File: src/rtl/pll_sequencer.sv
// rtl/pll_sequencer.sv - power-up and lock-recovery sequencer for the iCE40 PLL
//
// Runs on the 12 MHz reference clock, which is valid before the PLL locks.
// Ports:
//   clk_i         12 MHz reference clock
//   rst_i         asynchronous active-high reset
//   lock_i        PLL LOCK, asynchronous to clk_i
//   retry_i       one-cycle pulse, restarts sequencing from FAULT only
//   pll_resetb_o  PLL RESETB (active-low)
//   pll_bypass_o  PLL BYPASS
//   rst_no        downstream reset, active-low
//   ready_o       high while running on a locked PLL
//   fault_o       high in the terminal fault state
//   lock_lost_o   one-cycle pulse when lock loss is detected while running
//   retries_o     retries used in the current sequence
module pll_sequencer #(
    parameter int unsigned ResetCycles    = 12,
    parameter int unsigned LockTimeout    = 12000,
    parameter int unsigned StableCycles   = 1200,
    parameter int unsigned MaxRetries     = 3,
    parameter int unsigned LockLossFilter = 4,
    parameter bit          FaultBypass    = 1'b0
) (
    input  logic       clk_i,
    input  logic       rst_i,
    input  logic       lock_i,
    input  logic       retry_i,
    output logic       pll_resetb_o,
    output logic       pll_bypass_o,
    output logic       rst_no,
    output logic       ready_o,
    output logic       fault_o,
    output logic       lock_lost_o,
    output logic [3:0] retries_o
);

    localparam int unsigned MaxCnt0 = (ResetCycles > LockTimeout) ? ResetCycles : LockTimeout;
    localparam int unsigned MaxCnt  = (MaxCnt0 > StableCycles) ? MaxCnt0 : StableCycles;
    localparam int unsigned CntW    = $clog2(MaxCnt + 1);
    localparam int unsigned FiltW   = $clog2(LockLossFilter + 1);

    typedef enum logic [2:0] {
        HOLD      = 3'd0,
        WAIT_LOCK = 3'd1,
        STABLE    = 3'd2,
        RUN       = 3'd3,
        FAULT     = 3'd4
    } state_t;

    state_t             state_q, state_d;
    logic [CntW-1:0]    cnt_q, cnt_d;
    logic [3:0]         retry_q, retry_d;
    logic [FiltW-1:0]   filt_q, filt_d;
    logic               lost_d;
    logic               timeout;
    logic               lock_meta, lock_s;

    always_comb begin
        state_d = state_q;
        retry_d = retry_q;
        filt_d  = filt_q;
        lost_d  = 1'b0;
        timeout = 1'b0;
        unique case (state_q)
            HOLD: begin
                if (cnt_q == CntW'(ResetCycles - 1)) state_d = WAIT_LOCK;
            end
            WAIT_LOCK: begin
                // lock is checked first so it wins over a coincident timeout
                if (lock_s)                               state_d = STABLE;
                else if (cnt_q == CntW'(LockTimeout - 1)) timeout = 1'b1;
            end
            STABLE: begin
                // a drop on the final cycle still counts as a failed attempt
                if (!lock_s)                               timeout = 1'b1;
                else if (cnt_q == CntW'(StableCycles - 1)) state_d = RUN;
            end
            RUN: begin
                if (lock_s) begin
                    filt_d = '0;
                end else if (filt_q == FiltW'(LockLossFilter - 1)) begin
                    filt_d  = '0;
                    lost_d  = 1'b1;
                    state_d = HOLD;
                end else begin
                    filt_d = filt_q + 1'b1;
                end
            end
            FAULT: begin
                if (retry_i) begin
                    retry_d = '0;
                    state_d = HOLD;
                end
            end
            default: state_d = HOLD;
        endcase

        if (timeout) begin
            if (retry_q == 4'(MaxRetries)) begin
                state_d = FAULT;
            end else begin
                retry_d = retry_q + 4'd1;
                state_d = HOLD;
            end
        end

        if (state_d == RUN && state_q != RUN) retry_d = '0;

        // counter only times HOLD/WAIT_LOCK/STABLE; parked at zero otherwise
        if (state_d != state_q || state_q == RUN || state_q == FAULT) cnt_d = '0;
        else                                                          cnt_d = cnt_q + 1'b1;
    end

    always_ff @(posedge clk_i or posedge rst_i) begin
        if (rst_i) begin
            lock_meta    <= 1'b0;
            lock_s       <= 1'b0;
            state_q      <= HOLD;
            cnt_q        <= '0;
            retry_q      <= '0;
            filt_q       <= '0;
            pll_resetb_o <= 1'b0;
            pll_bypass_o <= 1'b0;
            rst_no       <= 1'b0;
            ready_o      <= 1'b0;
            fault_o      <= 1'b0;
            lock_lost_o  <= 1'b0;
        end else begin
            lock_meta    <= lock_i;
            lock_s       <= lock_meta;
            state_q      <= state_d;
            cnt_q        <= cnt_d;
            retry_q      <= retry_d;
            filt_q       <= filt_d;
            // outputs decoded from next state so they move with the state register
            pll_resetb_o <= (state_d == WAIT_LOCK) || (state_d == STABLE);
            pll_bypass_o <= (state_d == FAULT) && FaultBypass;
            rst_no       <= (state_d == RUN) || ((state_d == FAULT) && FaultBypass);
            ready_o      <= (state_d == RUN);
            fault_o      <= (state_d == FAULT);
            lock_lost_o  <= lost_d;
        end
    end

    assign retries_o = retry_q;

endmodule

File: config.mk
export PLATFORM = sky130hd
export DESIGN_NAME = pll_sequencer
export DESIGN_NICKNAME = d
export VERILOG_FILES = /design/src/rtl/pll_sequencer.sv
export SDC_FILE = /design/constraint.sdc
export NUM_CORES = 1
export LEC_CHECK = 0
export CORE_MARGIN = 2
export CORE_UTILIZATION = 25
export CTS_CLUSTER_SIZE = 20
export DETAILED_ROUTE_END_ITERATION = 6
export GPL_ROUTABILITY_DRIVEN = 0
export PLACE_DENSITY = 0.37
export SLEW_MARGIN = 25
export SYNTH_ARGS = -nofsm -noshare
export SYNTH_HDL_FRONTEND = slang
export SYNTH_SLANG_ARGS = --single-unit
File: constraint.sdc
create_clock -name clk_i -period 1.9 [get_ports clk_i]
set_input_delay 0.38 -clock clk_i [delete_from_list [all_inputs] [get_ports clk_i]]
set_output_delay 0.38 -clock clk_i [all_outputs]
set_load 0.03 [all_outputs]
==> results.json <==
{
  "place.port_buffers": 12,
  "clkSlewWorstSetupHoldPaths_ns": 0.07,
  "fillers": 676,
  "startpoint_type": "flip-flop",
  "antenna_found_initial": 0,
  "grt_pass1_vias": 1429,
  "r2r_cells": 5,
  "numCtsBuffers": 5,
  "outcome": "completed",
  "clockBufferDepth": 2,
  "timing.rr.start": "state_q[1]",
  "synth_ff_type": "dfrtp_1",
  "timing.fmax_mhz": 553,
  "holdBufCountCts": 0,
  "power_mw": 2.59,
  "ant_nets": 0,
  "worstHoldStart": "lock_meta",
  "ff2ff_setup_slack_ns": 0.09,
  "grt.overflow.total": 0,
  "slew_violations": 0,
  "setup_tns_ns": 0,
  "crit_fanout": 8,
  "grt_start_max_net_pins": 31,
  "core-area_um2": 6720,
  "path_class": "reg2reg",
  "fin_crit_sh_pct": 95.1,
  "avgRoutedWirePerCell_um": 14.8,
  "ioPinCount": 14,
  "avgSynthCellArea_um2": 10.3,
  "drc": 0,
  "die_x_um": 87.1,
  "hold_class": "reg2reg",
  "synth_cell_types": 49,
  "grt_usage_pct": 12.4,
  "start_util_pct": 25.7,
  "r2r_end": "cnt_q[1]",
  "hold_viol_final": 0,
  "grt_pass1_wl_um": 7170,
  "rsz0062_at_grt": "false",
  "clockRootBuffer": "clkbuf_8",
  "hpwl_um": 3030,
  "clock_skew_ns": 0.00193,
  "vias": 1337,
  "final_common_cell": "dfrtp_1",
  "clock-sinks": 30,
  "power.leakage_nw": 0.913,
  "yosysWarnings": 0,
  "syn_inst": 167,
  "drt-total-wl_um": 4100,
  "critPathRequiredTime_ns": 2.06,
  "min_period_ns": 1.81,
  "die-height_um": 87.1,
  "drive_gt1_share_pct": 21.8,
  "diodes": 0,
  "peakVddDrop_mv": 0.447,
  "hold_depth": 0,
  "regArea_um2": 752,
  "syn_area_um2": 1730,
  "drtIter0Drc": 78,
  "hold_end": "lock_s",
  "power.density_nw_per_um2": 1220,
  "end_kind": "flip-flop",
  "rows": 30,
  "fp.dieArea_um2": 7580,
  "layout.nets": 203,
  "synthToLayoutAreaGrowth_pct": 23.5,
  "cts_tree": "yes",
  "maxCapViolations": 0,
  "setup_viol": 0,
  "first_pass_iters": 4,
  "routed_via_density": 4.83,
  "yosys_register_bits": 30,
  "ys_async_sr_fraction_pct": 100,
  "cp_data_arrival_time_ns": 1.97,
  "clock_latency_ns": 0.28,
  "htreeDepth": 2,
  "multi_input_area_um2": 893,
  "yosysSeqAreaShare_pct": 43.5,
  "syn_nets": 174,
  "synth-edff-count": 0,
  "final_cell_mix": "29 x dfrtp_1, 19 x buf_4, 15 x nor2_1, 13 x nand3_1, 12 x clkdlybuf4s50_1"
}
==> timing repair <==
item | CTS | global route
buffers inserted | 0 | 3
endpoints found under the setup margin | 0 | 9
gates resized for setup | 0 | 4
==> synth_stat cells, types with 4 or more instances <==
master | number | share of area [%]
nand2_1 | 11 | 2.4
nor2_1 | 15 | 3.3
buf_4 | 4 | 1.7
nor3_1 | 11 | 3.2
nand4_1 | 4 | 1.5
o21ai_0 | 4 | 1.2
a21oi_1 | 4 | 1.2
xor2_1 | 8 | 4.1
dfrtp_1 | 30 | 44
nand3_1 | 13 | 3.8
==> power breakdown <==
group          total (mW)  switching, mW  internal, mW
Clock               0.550          0.259         0.291
Combinational        1.12          0.571         0.548
Sequential          0.925          0.147         0.778
Total                2.59          0.977          1.62
==> cell families (layout without fill, tap and decap cells) <==
logic type	count (synthesis)	in the layout	share of synthesized area [%]
buffers and inverters	12	42	5.66
and+or+nand+nor	82	82	28.4
other	1	1	0.217
adders and majority gates	3	3	2.18
DFF	30	30	43.5
AOI/OAI and AO/OA	24	24	12.1
xor gates and xnor gates	11	11	5.58
muxes	4	4	2.39
==> per-layer routing <==
metal	GRT usage, %	wire length, um
met4	3.41	33
met2	18.9	1880
met5	0	0
met1	17.0	2030
met3	3.98	162
==> worst max-delay path by stage <==
stage                   end  cells past startpoint          from
2_1_floorplan  retries_o[0]                      6      cnt_q[0]
3_3_place_gp   retries_o[2]                      5       retry_i
3_5_place_dp       cnt_q[1]                      5    state_q[1]
4_1_cts        retries_o[2]                      1  retries_o[2]
5_1_grt            cnt_q[1]                      5    state_q[1]
6_report           cnt_q[1]                      5    state_q[1]
==> flip-flops by register name, summed over array words and instances (netlist names) <==
| name | flops |
|---|---|
| filt_q | 3 |
| retries_o | 4 |
| pll_resetb_o | 1 |
| lock_lost_o | 1 |
| cnt_q | 14 |
| lock_s | 1 |
| lock_meta | 1 |
| fault_o | 1 |
| state_q | 3 |
| ready_o | 1 |
==> through the flow <==
step	instance area (um2)	util [%]	setup WS [ns]	cells	hold WS [ns]
2_1_floorplan	1730	-	0.214	167	0.331
3_3_place_gp	2000	29.7	0.0664	266	0.333
3_5_place_dp	2000	29.7	0.0982	266	0.337
4_1_cts	2090	31.1	0.0829	274	0.354
5_1_grt	2130	31.7	0.00945	277	0.363
6_report	2130	31.7	0.0928	277	0.351
==> area by class of cell <==
class / count / area share, %
Inverter: 2 / 0.352
Sequential cell: 30 / 35.3
Multi-Input combinational cell: 125 / 41.9
Clock buffer: 6 / 3.88
Clock inverter: 2 / 0.587
Tap cell: 80 / 4.70
Timing Repair Buffer: 32 / 13.3
==> worst max-delay path, cell delays in order, from the launching register on <==
cell and delay (ns):
dfrtp_1 0.44, or4_4 0.56, nor2_4 0.11, o2111ai_4 0.16, a21oi_4 0.31, nor3b_1 0.10
(Power assumes the default switching activity.)
